--- src/rtl/lmg_move_sequencer.sv ---
// Runs one legal-move generation pass, drains the packed move FIFO, and hands the
// valid moves one at a time to the search/eval consumer over a valid/ready handshake.
module lmg_move_sequencer #(
  parameter int unsigned SLOTS       = 8,
  parameter int unsigned MOVE_W      = 19,
  parameter int unsigned WORD_W      = 160,
  parameter int unsigned INV_BIT     = 18,
  parameter int unsigned COUNT_W     = 8,
  parameter int unsigned EMPTY_GUARD = 2
) (
  input  logic               clk,
  input  logic               reset,
  input  logic               start,
  output logic               gen_reset,
  input  logic               gen_done,
  input  logic               fifo_empty,
  input  logic [WORD_W-1:0]  fifo_q,
  output logic               fifo_rden,
  output logic               mv_valid,
  input  logic               mv_ready,
  output logic [6:0]         mv_flags,
  output logic [5:0]         mv_from,
  output logic [5:0]         mv_to,
  output logic [COUNT_W-1:0] mv_count,
  output logic               busy,
  output logic               pass_done
);

  localparam int unsigned PAY_W   = SLOTS * MOVE_W;
  localparam int unsigned IDX_W   = (SLOTS > 1) ? $clog2(SLOTS) : 1;
  localparam int unsigned GUARD_W = (EMPTY_GUARD > 1) ? $clog2(EMPTY_GUARD + 1) : 1;

  localparam logic [IDX_W-1:0]   LAST_IDX   = IDX_W'(SLOTS - 1);
  localparam logic [GUARD_W-1:0] GUARD_LAST = GUARD_W'(EMPTY_GUARD - 1);

  typedef enum logic [2:0] {
    S_IDLE,
    S_RST,
    S_WAIT,
    S_READ,
    S_LOAD,
    S_EMIT,
    S_FIN
  } state_t;

  state_t             r_state;
  logic [PAY_W-1:0]   r_word;
  logic [IDX_W-1:0]   r_idx;
  logic [GUARD_W-1:0] r_guard;
  logic [COUNT_W-1:0] r_count;
  logic               r_gen_reset;
  logic               r_rden;
  logic               r_busy;
  logic               r_pass_done;

  logic [MOVE_W-1:0]  w_slot;
  logic               w_inv;
  logic               w_emit;
  logic               w_take;
  logic               w_last;
  logic               w_unused_spare;

  // Spare bits above the packed slots carry nothing for this block.
  assign w_unused_spare = ^fifo_q[WORD_W-1:PAY_W];

  // Slot 0 sits in the MSBs of the payload.
  always_comb begin
    w_slot = '0;
    for (int unsigned k = 0; k < SLOTS; k++) begin
      if (r_idx == IDX_W'(k)) begin
        w_slot = r_word[(SLOTS-1-k)*MOVE_W +: MOVE_W];
      end
    end
  end

  assign w_inv  = w_slot[INV_BIT];
  assign w_emit = (r_state == S_EMIT);
  assign w_take = w_emit && (w_inv || mv_ready);
  assign w_last = (r_idx == LAST_IDX);

  always_ff @(posedge clk or negedge reset) begin
    if (!reset) begin
      r_state     <= S_IDLE;
      r_word      <= '0;
      r_idx       <= '0;
      r_guard     <= '0;
      r_count     <= '0;
      r_gen_reset <= 1'b1;
      r_rden      <= 1'b0;
      r_busy      <= 1'b0;
      r_pass_done <= 1'b0;
    end else begin
      case (r_state)
        S_IDLE: begin
          if (start) begin
            r_count <= '0;
            r_busy  <= 1'b1;
            r_state <= S_RST;
          end
        end
        S_RST: begin
          r_gen_reset <= 1'b0;
          r_guard     <= '0;
          r_state     <= S_WAIT;
        end
        S_WAIT: begin
          // gen_done can lead the final write; only a run of empty cycles ends the pass.
          if (!fifo_empty) begin
            r_guard <= '0;
            r_rden  <= 1'b1;
            r_state <= S_READ;
          end else if (gen_done) begin
            if (r_guard == GUARD_LAST) begin
              r_guard     <= '0;
              r_pass_done <= 1'b1;
              r_state     <= S_FIN;
            end else begin
              r_guard <= r_guard + 1'b1;
            end
          end else begin
            r_guard <= '0;
          end
        end
        S_READ: begin
          r_rden  <= 1'b0;
          r_state <= S_LOAD;
        end
        S_LOAD: begin
          r_word  <= fifo_q[PAY_W-1:0];
          r_idx   <= '0;
          r_state <= S_EMIT;
        end
        S_EMIT: begin
          if (w_take) begin
            if (!w_inv && (r_count != '1)) begin
              r_count <= r_count + 1'b1;
            end
            if (w_last) begin
              r_idx <= '0;
              if (!fifo_empty) begin
                r_rden  <= 1'b1;
                r_state <= S_READ;
              end else begin
                r_guard <= '0;
                r_state <= S_WAIT;
              end
            end else begin
              r_idx <= r_idx + 1'b1;
            end
          end
        end
        S_FIN: begin
          r_pass_done <= 1'b0;
          r_busy      <= 1'b0;
          r_gen_reset <= 1'b1;
          r_state     <= S_IDLE;
        end
        default: begin
          r_state <= S_IDLE;
        end
      endcase
    end
  end

  assign gen_reset = r_gen_reset;
  assign fifo_rden = r_rden;
  assign busy      = r_busy;
  assign pass_done = r_pass_done;
  assign mv_count  = r_count;
  assign mv_valid  = w_emit && !w_inv;
  assign mv_flags  = w_slot[18:12];
  assign mv_from   = w_slot[11:6];
  assign mv_to     = w_slot[5:0];

endmodule

--- config.mk ---
export PLATFORM = sky130hd
export DESIGN_NAME = lmg_move_sequencer
export DESIGN_NICKNAME = d
export VERILOG_FILES = /design/src/rtl/lmg_move_sequencer.sv
export SDC_FILE = /design/constraint.sdc
export NUM_CORES = 1
export LEC_CHECK = 0
export ABC_AREA = 1
export ABC_CLOCK_PERIOD_IN_PS = 3800
export BUFFER_PORTS_ARGS = -buffer_cell sky130_fd_sc_hd__buf_2
export CAP_MARGIN = 15
export CORE_MARGIN = 2
export CORE_UTILIZATION = 42
export CTS_CLUSTER_SIZE = 8
export DETAILED_ROUTE_END_ITERATION = 16
export PLACE_DENSITY_LB_ADDON = 0.2
export SETUP_SLACK_MARGIN = 0.4
export SLEW_MARGIN = 20
export SYNTH_ARGS = -nofsm -noshare
export SYNTH_HDL_FRONTEND = slang
export SYNTH_SLANG_ARGS = --single-unit
--- constraint.sdc ---
create_clock -name clk -period 3.8 [get_ports clk]
set_clock_uncertainty 0.15 [all_clocks]
set_input_delay 0.76 -clock clk [delete_from_list [all_inputs] [get_ports clk]]
set_output_delay 0.76 -clock clk [all_outputs]
set_load 0.1 [all_outputs]
==> results.env <==
TOP_LAYER='met4'
SEQUENTIAL_AREA_SHARE_AFTER_SYNTHESIS_PCT=51.5
DP_HPWL_MM=15.6
CLK_TRANSITION_REPORTED_PATHS_NS=0.07
FINAL_LAYOUT_SIZE_SUFFIX_GT1_SHARE_PCT=22.8
GRT_OVERFLOW=0
FINAL_ANTENNA_NET_COUNT=0
NUMBER_OF_ANTENNA_VIOLATIONS_AT_THE_FIRST_CHECK_IN_GLOBAL_ROUTING=3
SWITCHING_SHARE_PCT=47.9
AREA_GROWTH_SYN_TO_LAYOUT_PCT=28.9
COMB_POWER_SHARE_PCT=55.1
WL_PER_CELL_UM=15.1
CTS-HOLD-FIX-BUFFERS=0
DIE_W_UM=145
DATA_ARRIVAL_TIME_AT_THE_WORST_SLACK_ENDPOINT_NS=2.56
DETAIL_ROUTE.WIRELENGTH.MET1_MM=10.8
DETAIL_ROUTE.VIAS_PER_CELL=4.89
DRV_SLEW=0
DRT_PRE_ANTENNA_ITERS=7
ROUTED-VIA-COUNT=7713
POST_SYNTH.CELL_AREA_AVG_UM2=7.48
RELSLEWSLACK_PCT=47.0
MOSTFREQUENTLAYOUTCELLS='607 x sky130_fd_sc_hd__nand2_1, 170 x sky130_fd_sc_hd__dfrtp_1, 168 x sky130_fd_sc_hd__buf_2'
DEEPEST_LEVEL_OF_THE_CTS_H_TREE=4
TRITONCTS='yes'
GP_CONGESTION=0.826
FILLERINSTANCES=1902
ROUTED-WL-MET2_MM=11.3
RUN_STATUS='finished, final reports clean'
FP-ROW-COUNT=51
MAX_CLOCK_FREQ_GHz=0.288
IR_DROP_V=0.00157
PLACEABLECOREAREA_UM2=19500
POWER_DENSITY_nW_PER_UM2=1010
WORST_HOLD_SLACK_NS=0.114
CAP_VIOL_MAX_COUNT=0
GRT_PASS1_VIAS=7580
PIN_COUNT=198
CTS_ROOT_BUFFER='sky130_fd_sc_hd__clkbuf_16'
FLOORPLAN.INITIALDENSITY_PCT=42.8
CLOCKPOWERSHARE_PCT=15.8
FINALSETUPTNS_NS=0
REMAINING_DRC_ERRORS=0
TOTAL_INTERNAL_POWER_mW=5.67
SYNTH_AREA_UM2=8360
TRITONCTS.NUM_BUFFERS=17
SYNTHDISTINCTLIBCELLS=31
POWER.STATIC_LEAKAGE_nW=5.85
RSZ0062_AT_GRT='true'
PORTION_OF_THE_CLOCK_CYCLE_CONSUMED_BY_THE_WORST_PATH_IN_THE_FINAL_LAYOUT_PCT=91.4
POSTROUTEWIRELENGTH_MM=23.8
CRITICAL_PATH.MAX_FANOUT=4
PATH_CLASS='reg -> out'
CLK_LATENCY_NS=0.43
PORT-BUFFER-COUNT=189
DETAILROUTE.WIRELENGTH.MET3_MM=1.16
SETUP.WORST_PATH.END_CLASS='primary output'
MOSTFREQUENTLAYOUTCELL='sky130_fd_sc_hd__nand2_1'
FINAL_NET_COUNT=1469
FINALCRITICALPERIOD_NS=3.47
POSTSYNTHNETCOUNT=1290
CRIT_REQUIRED_NS=2.89
SYNTH.YOSYS.WARNINGS=0
CLOCK_SINK_COUNT=172
TOTAL_SWITCHING_POWER_mW=5.21
DIE_Y_UM=145
WORST_SLEW_PIN_SLEW_NS=0.795
HOLD_PATH_CLASS='in -> async'
HOLD_VIOLATIONS=0
P_SEQ_SHARE_PCT=29.0
DIE_AREA_UM2=21000
SETUP.WORST_PATH.START_CLASS='register'
GRT_START_MAX_NET_PINS=154
YS_SEQ_ELEMENTS=172
GRT_FIRST_PASS_WIRELENGTH_MM=38.8
POST_SYNTH_INST_COUNT=1117
DRT_ITER0_DRC=587
SETUP_VIOL_COUNT_FINAL=0
GRT.TOTAL_USAGE_PCT=23.2
CLOCKBUFFERDEPTH=2
==> power groups by stage <==
stage | Clock (mW) | Combinational (mW) | Sequential, mW
floorplan | 0 | 3.72 | 3.24
global placement | 0 | 4.94 | 3.15
detailed placement | 0 | 5.01 | 3.16
CTS | 1.76 | 5.93 | 3.14
global route | 1.84 | 6.50 | 3.26
finish | 1.73 | 6.00 | 3.16
==> layer usage <==
layer  track usage, %  up-vias
met3             5.22       32
li1                 -     3866
met4             8.14        0
met2             37.2      193
met5                0        -
met1             31.0     3622
==> metrics by stage <==
stage               instances  instance area, um^2  util, %  total power, mW  worst slack [ns]
floorplan                1117                 8380        -             6.96             0.247
detailed placement       1523                 9540     48.9             8.17             0.257
global placement         1523                 9540     48.9             8.08             0.282
global route             1575                10800     55.2             11.6             0.186
CTS                      1567                10600     54.4             10.8             0.327
finish                   1576                10800     55.2             10.9             0.328
==> final timing paths <==
| path | from | end | slack [ns] | cells after the start |
|---|---|---|---|---|
| min in group clk | r_word[57]$_DFFE_PN0P_ | r_word[57]$_DFFE_PN0P_ | 0.32 | 2 |
| max in group asynchronous | reset | r_word[48]$_DFFE_PN0P_ | 2.44 | 2 |
| worst max-delay path | r_idx[0]$_DFFE_PN0P_ | mv_from[2] | 0.33 | 14 |
| worst min-delay path | reset | r_word[123]$_DFFE_PN0P_ | 0.11 | 1 |
| worst min register to register | r_word[57]$_DFFE_PN0P_ | r_word[57]$_DFFE_PN0P_ | 0.32 | 2 |
| worst max register to register | r_idx[0]$_DFFE_PN0P_ | r_idx[1]$_DFFE_PN0P_ | 1.22 | 20 |
==> final cells by class <==
class / instances / area, um^2 / area share (%)
multi-input combinational: 851 / 3760 / 34.9
inverter: 33 / 141 / 1.31
timing repair buffer: 220 / 1640 / 15.3
clock buffer: 21 / 470 / 4.37
antenna: 2 / 5.00 / 0.0464
tap: 265 / 332 / 3.08
timing repair inverter: 1 / 3.75 / 0.0348
sequential: 172 / 4310 / 40.0
clock inverter: 11 / 110 / 1.02
==> flip-flops by register name (all words and copies together) (netlist names) <==
signal	count
r_idx	3
pass_done	1
mv_count	8
gen_reset	1
r_guard	2
busy	1
r_state	3
r_word	152
fifo_rden	1
==> cell usage after synthesis <==
master                        n  area, um^2
sky130_fd_sc_hd__ha_1         7        87.6
sky130_fd_sc_hd__a21oi_1      6        30.0
sky130_fd_sc_hd__nor3_4       1        16.3
sky130_fd_sc_hd__nor2_1      57         214
sky130_fd_sc_hd__buf_6        4        45.0
sky130_fd_sc_hd__and3_1       3        18.8
sky130_fd_sc_hd__nand2_4      2        22.5
sky130_fd_sc_hd__nand2_2      4        25.0
sky130_fd_sc_hd__inv_2        2        7.51
sky130_fd_sc_hd__o21ai_0     11        55.1
sky130_fd_sc_hd__or2_2        2        12.5
sky130_fd_sc_hd__buf_1        3        11.3
sky130_fd_sc_hd__o31ai_1      2        15.0
sky130_fd_sc_hd__clkinv_1     2        7.51
sky130_fd_sc_hd__clkbuf_1    28         105
sky130_fd_sc_hd__nand2_1    618        2320
sky130_fd_sc_hd__nor2_4       1        11.3
sky130_fd_sc_hd__dfrtp_1    171        4280
sky130_fd_sc_hd__dfstp_2      1        26.3
sky130_fd_sc_hd__buf_2       26         130
sky130_fd_sc_hd__nand3_1     91         455
sky130_fd_sc_hd__nor3_1       4        20.0
sky130_fd_sc_hd__inv_1       28         105
sky130_fd_sc_hd__nand4_2      1        12.5
sky130_fd_sc_hd__nand3b_2     1        11.3
sky130_fd_sc_hd__o211ai_1    34         255
sky130_fd_sc_hd__o21ai_1      1        5.00
sky130_fd_sc_hd__a2bb2oi_1    1        8.76
sky130_fd_sc_hd__inv_4        1        6.26
sky130_fd_sc_hd__nand4_4      1        21.3
sky130_fd_sc_hd__nand4_1      3        18.8
==> critical path: stages, from the launching register on <==
cell and delay (ns):
sky130_fd_sc_hd__dfrtp_1 0.41, sky130_fd_sc_hd__inv_2 0.10, sky130_fd_sc_hd__ha_4 0.14, sky130_fd_sc_hd__inv_2 0.04, sky130_fd_sc_hd__nor3_4 0.24, sky130_fd_sc_hd__buf_4 0.18
sky130_fd_sc_hd__nand2_1 0.05, sky130_fd_sc_hd__nand3_1 0.13, sky130_fd_sc_hd__o211ai_1 0.14, sky130_fd_sc_hd__nand3_1 0.12, sky130_fd_sc_hd__o211ai_1 0.11, sky130_fd_sc_hd__nand3_1 0.09
sky130_fd_sc_hd__nand2_1 0.05, sky130_fd_sc_hd__nand2_1 0.13, sky130_fd_sc_hd__buf_12 0.19
==> cell families (layout without fill, tap and decap cells) <==
logic type	after synthesis	after routing	share of synthesized area (%)
simple gates	789	789	38.0
flops	172	172	51.5
buf+inv	94	286	5.00
compound gates	55	55	4.42
fa+ha+maj	7	7	1.05
other cells	0	2	0
==> what timing repair did <==
item                                    in CTS  in global routing
resized for setup                          107                 14
setup buffers                                7                  4
pin swaps                                   17                 11
endpoints found under the setup margin      20                 20
endpoints found under the hold margin        0                  0
gates cloned                                 5                  3
Note: power is estimated with default switching activity, not from simulation.
